<file path="config.mk">
export PLATFORM = sky130hd
export DESIGN_NAME = acia_master
export DESIGN_NICKNAME = d
export VERILOG_FILES = /design/src/rtl/acia_master.sv
export SDC_FILE = /design/constraint.sdc
export NUM_CORES = 1
export LEC_CHECK = 0
export BUFFER_PORTS_ARGS = -buffer_cell sky130_fd_sc_hd__buf_2
export CAP_MARGIN = 15
export CORE_MARGIN = 2
export CORE_UTILIZATION = 57
export CTS_BUF_LIST = sky130_fd_sc_hd__clkbuf_8
export DETAILED_ROUTE_END_ITERATION = 12
export PLACE_DENSITY = 0.95
export SETUP_SLACK_MARGIN = 0.02
export SYNTH_ARGS = -nofsm -noshare
export SYNTH_HDL_FRONTEND = slang
export SYNTH_SLANG_ARGS = --single-unit
</file>
<file path="constraint.sdc">
create_clock -name clk -period 3.8 [get_ports clk]
set_input_delay 0.38 -clock clk [delete_from_list [all_inputs] [get_ports clk]]
set_output_delay 0.38 -clock clk [all_outputs]
set_load 0.05 [all_outputs]
</file>
<file path="src/rtl/acia_master.sv">
// Bus initiator for a 6850-style ACIA: master reset, configure, then poll status and move bytes
// between the ACIA data register and a pair of valid/ready byte streams. Optional macro: ACIA_MASTER_ERRCNT_EN.
module acia_master #(
    parameter logic [7:0] CTRL_WORD = 8'h15,
    parameter int         POLL_GAP  = 4
) (
    input  logic       clk,
    input  logic       rst,
    output logic       acia_cs,
    output logic       acia_we,
    output logic       acia_rs,
    output logic [7:0] acia_din,
    input  logic [7:0] acia_dout,
    input  logic [7:0] tx_data,
    input  logic       tx_valid,
    output logic       tx_ready,
    output logic [7:0] rx_data,
    output logic       rx_valid,
    input  logic       rx_ready,
    output logic       init_done
`ifdef ACIA_MASTER_ERRCNT_EN
    ,
    output logic [7:0] err_count
`endif
);

    typedef enum logic [2:0] {
        RST_WR, CFG_WR, GAP, STAT_RD, STAT_WAIT, DATA_RD, DATA_WAIT, DATA_WR
    } state_t;

    // With no gap the poll loop skips GAP entirely.
    localparam state_t     IDLE_NEXT = (POLL_GAP == 0) ? STAT_RD : GAP;
    localparam logic [7:0] GAP_LOAD  = (POLL_GAP == 0) ? 8'd0 : 8'(POLL_GAP - 1);

    state_t     state_q, state_d;
    logic       started_q;
    logic [7:0] gap_q, gap_d;
    logic       cs_q, we_q, rs_q;
    logic [7:0] din_q;
    logic       cs_d, we_d, rs_d;
    logic [7:0] din_d;
    logic [7:0] rx_data_q;
    logic       rx_valid_q;
    logic       init_done_q;
    logic       take_rx, take_tx;
    logic       unused_status;

    assign take_rx  = acia_dout[0] & ~rx_valid_q;
    assign take_tx  = acia_dout[1] & tx_valid & ~take_rx;
    assign tx_ready = (state_q == STAT_WAIT) & take_tx;
    assign unused_status = ^acia_dout[7:2];

    // started_q holds the FSM in RST_WR for one cycle so the master-reset strobe is issued.
    always_ff @(posedge clk or posedge rst) begin
        if (rst) begin
            state_q   <= RST_WR;
            started_q <= 1'b0;
            gap_q     <= 8'd0;
        end else begin
            state_q   <= state_d;
            started_q <= 1'b1;
            gap_q     <= gap_d;
        end
    end

    always_comb begin
        state_d = state_q;
        gap_d   = gap_q;
        case (state_q)
            RST_WR:    if (started_q) state_d = CFG_WR;
            CFG_WR:    begin state_d = IDLE_NEXT; gap_d = GAP_LOAD; end
            GAP:       if (gap_q == 8'd0) state_d = STAT_RD;
                       else               gap_d   = gap_q - 8'd1;
            STAT_RD:   state_d = STAT_WAIT;
            STAT_WAIT: if (take_rx)      state_d = DATA_RD;
                       else if (take_tx) state_d = DATA_WR;
                       else begin state_d = IDLE_NEXT; gap_d = GAP_LOAD; end
            DATA_RD:   state_d = DATA_WAIT;
            DATA_WAIT: begin state_d = IDLE_NEXT; gap_d = GAP_LOAD; end
            DATA_WR:   begin state_d = IDLE_NEXT; gap_d = GAP_LOAD; end
            default:   state_d = RST_WR;
        endcase
    end

    // Bus strobes are decoded from the next state so the registered bus lines up with the state.
    always_comb begin
        cs_d  = 1'b0;
        we_d  = 1'b0;
        rs_d  = 1'b0;
        din_d = 8'h00;
        case (state_d)
            RST_WR:  begin cs_d = 1'b1; we_d = 1'b1; din_d = 8'h03; end
            CFG_WR:  begin cs_d = 1'b1; we_d = 1'b1; din_d = CTRL_WORD; end
            STAT_RD: cs_d = 1'b1;
            DATA_RD: begin cs_d = 1'b1; rs_d = 1'b1; end
            DATA_WR: begin cs_d = 1'b1; we_d = 1'b1; rs_d = 1'b1; din_d = tx_data; end
            default: cs_d = 1'b0;
        endcase
    end

    always_ff @(posedge clk or posedge rst) begin
        if (rst) begin
            cs_q        <= 1'b0;
            we_q        <= 1'b0;
            rs_q        <= 1'b0;
            din_q       <= 8'h00;
            rx_data_q   <= 8'h00;
            rx_valid_q  <= 1'b0;
            init_done_q <= 1'b0;
        end else begin
            cs_q        <= cs_d;
            we_q        <= we_d;
            rs_q        <= rs_d;
            din_q       <= din_d;
            init_done_q <= init_done_q | (state_q == CFG_WR);
            if (state_q == DATA_WAIT) begin
                rx_data_q  <= acia_dout;
                rx_valid_q <= 1'b1;
            end else if (rx_valid_q && rx_ready) begin
                rx_valid_q <= 1'b0;
            end
        end
    end

    assign acia_cs   = cs_q;
    assign acia_we   = we_q;
    assign acia_rs   = rs_q;
    assign acia_din  = din_q;
    assign rx_data   = rx_data_q;
    assign rx_valid  = rx_valid_q;
    assign init_done = init_done_q;

`ifdef ACIA_MASTER_ERRCNT_EN
    logic       err_prev_q;
    logic [7:0] err_count_q;

    // Counts rising edges of status bit 4 as seen across successive polls.
    always_ff @(posedge clk or posedge rst) begin
        if (rst) begin
            err_prev_q  <= 1'b0;
            err_count_q <= 8'h00;
        end else if (state_q == STAT_WAIT) begin
            err_prev_q <= acia_dout[4];
            if (acia_dout[4] && !err_prev_q && err_count_q != 8'hFF)
                err_count_q <= err_count_q + 8'd1;
        end
    end

    assign err_count = err_count_q;
`endif

endmodule

</file>
Yosys cells after proc, flatten, opt, wreduce, memory -nomap -nowiden
Index checks and enable logic that the tools add are counted.
- mux-type cells: 15
- reductions and logical operators: 11
- add/subtract/negate cells: 1
- bitwise gates (word level): 7
- equality and inequality tests: 14
- operators with widths (kind ; count):
    $pmux W8 S3 ; 2
    $mux W8 ; 3
    $eq A3 B3 Y1 const B ; 6
    $pmux W3 S6 ; 1
    $mux W3 ; 4
    $eq A3 B2 Y1 const B ; 3
    $logic_not A8 Y1 ; 1
    $sub A8 B1 Y8 const B ; 1
    $eq A3 B1 Y1 const B ; 2
    $logic_not A3 Y1 ; 2
    $ne A2 B2 Y1 const B ; 3
    $reduce_or A3 Y1 ; 2
    $mux W1 ; 5
    $reduce_or A5 Y1 ; 1
    $and A1 B1 Y1 ; 4
    $reduce_and A4 Y1 ; 1
    $reduce_bool A3 Y1 ; 1
    $not A1 Y1 ; 2
    $reduce_bool A2 Y1 ; 1
    $reduce_or A2 Y1 ; 1
    $logic_and A1 B1 Y1 ; 1
    $or A1 B1 Y1 ; 1
- register bits after elaboration: 33
- output and inout bits: 22
- word-level logic and storage cells: 58
- input bits: 20

Depth between registers and ports, before layout
Gate-level depths: netlist of the first run.
- word-level depth: 10
- gate-level depth with buffers: 7
- depth with buffers taken out: 7

Least setup slack after synthesis of the first run
Ideal clock, no wire load.
- path kind: flip-flop to output port
- from: reg rx_valid_q (netlist: rx_valid)
- to: out tx_ready
- data arrival time: 2.082 ns
- stages on the path, launching flop included: 4
- setup slack: 1.338 ns
- required time: 3.420 ns
- cells stage by stage: dfrtp_1 > nand2b_1 > nand2_1 > nor4_2
- word-level cells in the longest chain between the ends: 5
- ends and longest elaborated chain (item ; line ; text):
    start, declared ; 43 ; logic rx_valid_q;
    start signal, assigned ; 108 ; rx_valid_q <= 1'b0;
    start signal, assigned ; 118 ; rx_valid_q <= 1'b1;
    start signal, assigned ; 120 ; rx_valid_q <= 1'b0;
    $not A1 Y1 ; 48 ; assign take_rx = acia_dout[0] & ~rx_valid_q;
    $and A1 B1 Y1 ; 48 ;
    $not A1 Y1 ; 49 ; assign take_tx = acia_dout[1] & tx_valid & ~take_rx;
    $and A1 B1 Y1 ; 49 ;
    $and A1 B1 Y1 ; 50 ; assign tx_ready = (state_q == STAT_WAIT) & take_tx;
    end, declared ; 16 ; output logic tx_ready,
No other way between the ends.

Final worst setup path of the first run
- from: reg state_q[2]
- to: out tx_ready
- word-level cells in the longest chain between the ends: 2
- ends and longest elaborated chain (item ; line ; text):
    start, declared ; 35 ; state_t state_q, state_d;
    start signal, assigned ; 60 ; state_q <= state_d;
    $eq A3 B3 Y1 ; 50 ;
    $and A1 B1 Y1 ; 50 ;
No other way between the ends.

==> results.md, run 1 <==
- Status: completed
- Cts bufs inserted: 5
- Remaining global-route overflow: 0
- Final period util: 59.8%
- CTS Root Cell: clkbuf_8
- Primary FF master, synth: dfrtp_1
- Crit path arrival time: around 1900 ps
- Layout net count: 186
- Max VDD drop: 0.000904 V
- Clock power frac: 17.8%
- Placed instance area: 1680 µm²
- Syn Nets: 140
- Post-synth EDFFs: 0
- Max-cap viol count: 0
- Sequential share of the synthesized area: 57.2%
- Antenna violations before repair: 0
- Critical path cell sequence: nand2_1, nor4_2, buf_2
- WL final: 2850 µm
- Final count of negative-setup-slack endpoints: 0
- Worst-margin pin slew: 657 ps
- CTS Hold Bufs: 0
- Synth unique cells: 43
- DR vias: ~1.1k
- Synth area leaders: dfrtp_1 (57%), mux2_2 (6.2%), nand2_1 (2.6%)
- Slowest-stage cell, CP: dfrtp_1
- Yosys top cell area share: 57.2%
- Row count: 18
- Hold Crit Class: in2async
- Die ar.: 2950 µm²
- Post-Synthesis Cells: 119
- Post_cts resized: 0
- Clock Path Buffers: 2
- CP max stage delay: 570 ps
- Critical path class: reg2out
- Critical Path Fanout Max: 13
- Cell area after synthesis: 1440 µm²
- WHS: 163 ps
- # diodes: 0
- First-pass GRT wire length: 4630 µm
- Fin util: between 70% and 80%
- Synth area leader: dfrtp_1
- Post-CTS Setup Bufs: 0
- WL/cell: 14.5 µm
- H-tree depth: 2
- Overall power: 1.63 mW
- Required @ worst endpoint: 3420 ps
- CP Launch Type: flop
- DRC Markers: 0
- Net Sw Frac: 44.5%
- Pleak: roughly 0.91 nW
- Most common cell in the netlist: dfrtp_1
- GPL Wtd Cong: 0.790
- Unrepaired setup endpoints after global routing: false
- Layout area overhead: 23.5%
- Relative slew slack: 55.8%
- NetSw: 0.724 mW
- Die width: between 50 and 60 µm
- Vias in the first global route: 997
- Worst-skew pair later-pin latency: 290 ps
- I/O pins: 42
- Clock-pin slew on the worst setup and hold paths: approximately 70 ps
- TritonCTS clock tree: built
- Type of destination of the critical path: output pin
- Gate power share: 46.8%
- Commonest cells in the netlist: dfrtp_1 (33), nand2_1 (10), mux2_2 (8)
- Via-to-Cell Ratio: 5.52
- Fin Setup TNS: 0 ps
- Avg Inst Size Synth: 12.1 µm²
- Drt first pass iters: 4
- Hold Fails Final Rpt: 0
- Max-slew violation count: 0
- Ys Warns: 0
- Fmax: between 400 and 500 MHz
- Initial Util: 59.3%
- Post-layout min period: approximately 2300 ps
- Share of cells above drive strength 1: 41.0%
- Register bit total from synthesis: 33
- Final Skew: 6.35 ps
- Sequential power share: roughly 35%
- Int Power: 0.903 mW
- Remaining antenna violation count: 0
- PwrDens: 913 nW/µm²
- Dpl hpwl: 2060 µm
- Die height: 54.3 µm
- Design area: 1780 µm²
- Fraction of registers with async set/reset: 100%
- Core footprint: 2430 µm²
- I/O Buffers: between 40 and 50
- Largest net degree at the start of global routing: 34
- CTS Sinks: 33
- GRT Overall Usage: between 20% and 30%
- Drt first-iter violations: 17
routing by layer:
metal  vias to the layer above  GRT usage, %  wire [µm]
met5                         -             0          0
met4                         0          9.58         48
met3                         7          9.56        164
met2                        27          39.8       1490
met1                       532          26.4       1140
li1                        515             -          -
flip-flops by register name (all words and copies together), names as in the netlist:
| signal | flops |
|---|---|
| init_done | 1 |
| rx_data | 8 |
| acia_rs | 1 |
| started_q | 1 |
| rx_valid | 1 |
| gap_q | 8 |
| acia_cs | 1 |
| acia_din | 8 |
| acia_we | 1 |
| state_q | 3 |
cell type report:
type / count / area (µm²)
repair buffers: 42 / 213
clock inverters: 1 / 5.00
inverters: 6 / 22.5
well taps: 30 / 37.5
multi-input cells: 77 / 582
fillers: 162 / 651
flip-flops and latches: 33 / 826
clock buffers: 7 / 96.3
worst paths after layout:
| kind | startpoint | to | slack, ps | cells past startpoint |
|---|---|---|---|---|
| hold reg to reg | init_done | init_done | 480 | 1 |
| setup / recovery | state_q[2] | tx_ready | 1530 | 3 |
| hold / removal | rst | rx_data[7] | 160 | 3 |
| min in group clk | rx_ready | rx_valid | 260 | 2 |
| setup reg to reg | state_q[1] | gap_q[6] | 1710 | 5 |
| max in group asynchronous | rst | init_done | 3350 | 3 |
critical path: cells and delay by family (launching register included):
kind                   cells  cell delay [ps]
buffers and inverters      1              380
DFF                        1              570
and+or+nand+nor            2              650
cells by family after synthesis:
kind of cell	count (synthesis)	share of synthesized area [%]
flops	33	57.2
mux	9	6.94
buf+inv	9	2.43
xor+xnor	2	1.21
fa+ha+maj	1	0.867
compound gates	24	13.4
simple gates	40	17.7
other cells	1	0.260
cells in the final DEF (no fill, tap or decap), types with 2 or more instances in the layout:
| cell | instances |
|---|---|
| a21boi_0 | 2 |
| a21oi_1 | 2 |
| a22o_1 | 3 |
| and2_1 | 5 |
| buf_2 | 41 |
| clkbuf_8 | 7 |
| dfrtp_1 | 33 |
| inv_1 | 6 |
| mux2_2 | 8 |
| nand2_1 | 10 |
| nand2b_1 | 4 |
| nor2_1 | 4 |
| nor2b_1 | 2 |
| nor3_1 | 2 |
| o21a_1 | 2 |
| o21ai_0 | 3 |
| o31ai_1 | 2 |
| or2_2 | 2 |
| or4_1 | 2 |
| or4_4 | 2 |
power groups by stage:
stage / Sequential [mW] / Clock (mW) / Combinational [mW]
after CTS: 0.575 / 0.297 / 0.768
after global placement: 0.569 / 0 / 0.741
final: 0.577 / 0.289 / 0.762
after floorplan: 0.807 / 0 / 0.374
after detailed placement: 0.581 / 0 / 0.762
after global routing: 0.595 / 0.311 / 0.820
stage by stage:
stage	cells	setup slack, ps
final	196	1530
after global routing	196	1360
after CTS	196	1520
after detailed placement	188	1750
after global placement	188	1800
after floorplan	119	1340
Power figures use the tool's default switching activity.
==> run 2, diff against run 1 <==
--- a/config.mk
+++ b/config.mk
@@ -8,10 +8,10 @@
 export BUFFER_PORTS_ARGS = -buffer_cell sky130_fd_sc_hd__buf_2
 export CAP_MARGIN = 15
 export CORE_MARGIN = 2
-export CORE_UTILIZATION = 57
+export CORE_UTILIZATION = 48
 export CTS_BUF_LIST = sky130_fd_sc_hd__clkbuf_8
 export DETAILED_ROUTE_END_ITERATION = 12
-export PLACE_DENSITY = 0.95
+export PLACE_DENSITY = 0.88
 export SETUP_SLACK_MARGIN = 0.02
 export SYNTH_ARGS = -nofsm -noshare
 export SYNTH_HDL_FRONTEND = slang
==> constraint.sdc (replaced) <==
create_clock -name clk -period 1.9 [get_ports clk]
set_input_delay 0.19 -clock clk [delete_from_list [all_inputs] [get_ports clk]]
set_output_delay 0.19 -clock clk [all_outputs]
set_load 0.05 [all_outputs]
==> run 2 against run 1 <==
Net effect:
- the flow now finishes with violations (DRC, setup timing)
- routed wire length grew 12%
- via count is 5.0% higher
- worst hold slack got worse by 90 ps
- register-to-register slack lost 1700 ps
==> results.md, run 2 (synthesis gave the netlist of run 1 again) <==
- Status: finished, violations left (was completed)
- Failing checks: DRC, setup timing
- FF+latch area: 827 µm² (was 826 µm²)
- Post-layout min period: 1920 ps
- Largest net degree at the start of global routing: 34 (unchanged)
- Critical Path Fanout Max: 5 (was 13)
- Vias in the first global route: 1109 (was 997)
- Max-slew violation count: 0 (unchanged)
- Final period util: 101%
- Most common cell after layout, fill and taps aside: buf_2 (unchanged)
- Pleak: 1.02 nW (was 0.909 nW)
- Drt first-iter violations: 42 (was 17)
- Row count: 19 (was 18)
- Die ar.: 3460 µm² (was 2950 µm²)
- Required @ worst endpoint: 2100 ps (was 3420 ps)
- I/O pins: 42 (unchanged)
- Crit path arrival time: 2120 ps (was 1890 ps)
- Worst-skew pair later-pin latency: 280 ps (was 290 ps)
- Max VDD drop: 0.00107 V (was 0.000904 V)
- TritonCTS clock tree: built (unchanged)
- DRC Markers: 4 (was 0)
- Unrepaired setup endpoints after global routing: true (was false)
- # diodes: 0 (unchanged)
- Antenna violations before repair: 0 (unchanged)
- Area of the multi-input gates: 651 µm² (was 582 µm²)
- Final Skew: 3.01 ps (was 6.35 ps)
- Drt first pass iters: 8 (was 4)
- WL/cell: 15.1 µm (was 14.5 µm)
- Most frequent cells in the layout: buf_2 (41), dfrtp_1 (32), buf_4 (14) (was buf_2 (41), dfrtp_1 (33), nand2_1 (10))
- Worst-margin pin slew: 513 ps (was 657 ps)
- Fmax: 520 MHz
- Hold Fails Final Rpt: 0 (unchanged)
- Relative slew slack: 65.6% (was 55.8%)
- Max-cap viol count: 0 (unchanged)
- Cts bufs inserted: 5 (unchanged)
- Remaining antenna violation count: 0 (unchanged)
- CTS Root Cell: clkbuf_8 (unchanged)
- R2r setup slk: -20 ps (was 1710 ps)
- Layout net count: 200 (was 186)
- PwrDens: 1850 nW/µm² (was 913 nW/µm²)
- Clock-pin slew on the worst setup and hold paths: 70 ps (about the same)
- Final count of negative-setup-slack endpoints: 1 (was 0)
- GPL Wtd Cong: 0.776 (was 0.790)
- Core footprint: 2810 µm² (was 2430 µm²)
- Initial Util: 51.4% (was 59.3%)
- Type of destination of the critical path: flop (was output pin)
- WL final: 3180 µm (was 2850 µm)
- DR vias: 1135 (was 1081)
- Fillcell total: 208 (was 162)
- Dpl hpwl: 2190 µm (was 2060 µm)
- GRT Overall Usage: 20.1% (was 23.6%)
- Via-to-Cell Ratio: 5.38 (was 5.52)
- Fin util: 70.4% (was 73.3%)
- CTS Sinks: 33 (unchanged)
- Worst Setup Slack, final: -21.7 ps (was 1530 ps)
- Layout area overhead: 36.9% (was 23.5%)
- Die width: 58.8 µm (was 54.3 µm)
- CP Launch Type: flop (unchanged)
- Clock Path Buffers: 2 (unchanged)
- Hold Crit Class: in2reg (was in2async)
- Die height: 58.8 µm (was 54.3 µm)
- I/O Buffers: 41 (unchanged)
- Share of cells above drive strength 1: 50.0% (was 41.0%)
- First-pass GRT wire length: 5050 µm (was 4630 µm)
- Remaining global-route overflow: 0 (unchanged)
- H-tree depth: 2 (unchanged)
- Critical path class: reg2reg (was reg2out)
- Overall power: 3.66 mW (was 1.63 mW)
==> run 2: critical path: stages (launching register included) <==
cell and delay (ps):
dfrtp_1 380, or4_4 540, or4_4 490, o21a_4 170, nand2_2 60, mux2i_1 190
==> run 2: where the power goes <==
part           total (mW)  leakage (nW)  internal (mW)  switching (mW)
clock               0.678        0.0626          0.422           0.256
sequential           1.07         0.414          0.954           0.116
combinational        1.91         0.539          0.718            1.19
==> run 2: worst paths after layout <==
check,cells past startpoint,end,from
max in group asynchronous,4,rx_valid,rst
hold reg to reg,1,init_done,init_done
setup / recovery,5,gap_q[6],gap_q[6]
hold / removal,2,rx_valid,rx_ready
setup reg to reg,5,gap_q[6],gap_q[6]
min in group asynchronous,4,rx_data[2],rst
==> run 2: cell type report <==
cell class | count | area share, %
timing repair buffer | 56 | 16.2
clock inverter | 2 | 1.71
clock buffer | 6 | 4.18
tap | 31 | 1.96
multi-input combinational | 77 | 32.9
sequential | 33 | 41.9
inverter | 6 | 1.14
==> run 2: routing by layer <==
layer / vias to the layer above / GRT usage, % / routed length, µm
met4: 0 / 6.82 / 60
met3: 7 / 7.69 / 179
met1: 561 / 23.2 / 1240
li1: 539 / - / -
met2: 28 / 34.1 / 1700
met5: - / 0 / 0
==> run 2: repair_timing <==
item / CTS / global route
resized for setup: 4 / 7
pin swaps: 3 / 1
hold buffers: 1 / 0
endpoints found under the setup margin: 7 / 8
endpoints found under the hold margin: 22 / 0
buffers inserted: 2 / 0
==> run 2: per-stage QoR <==
stage	worst slack (ps)	hold WS [ps]	cells	instance area, µm²	setup TNS, ps
2_1_floorplan	-23.8	283	119	1470	-114
3_3_place_gp	17.2	282	200	1790	0
6_report	-21.7	73.8	211	1980	-21.7
4_1_cts	-54.5	72.8	211	1940	-54.5
3_5_place_dp	-63.3	301	200	1790	-86.5
5_1_grt	-62.7	67.8	211	1980	-269
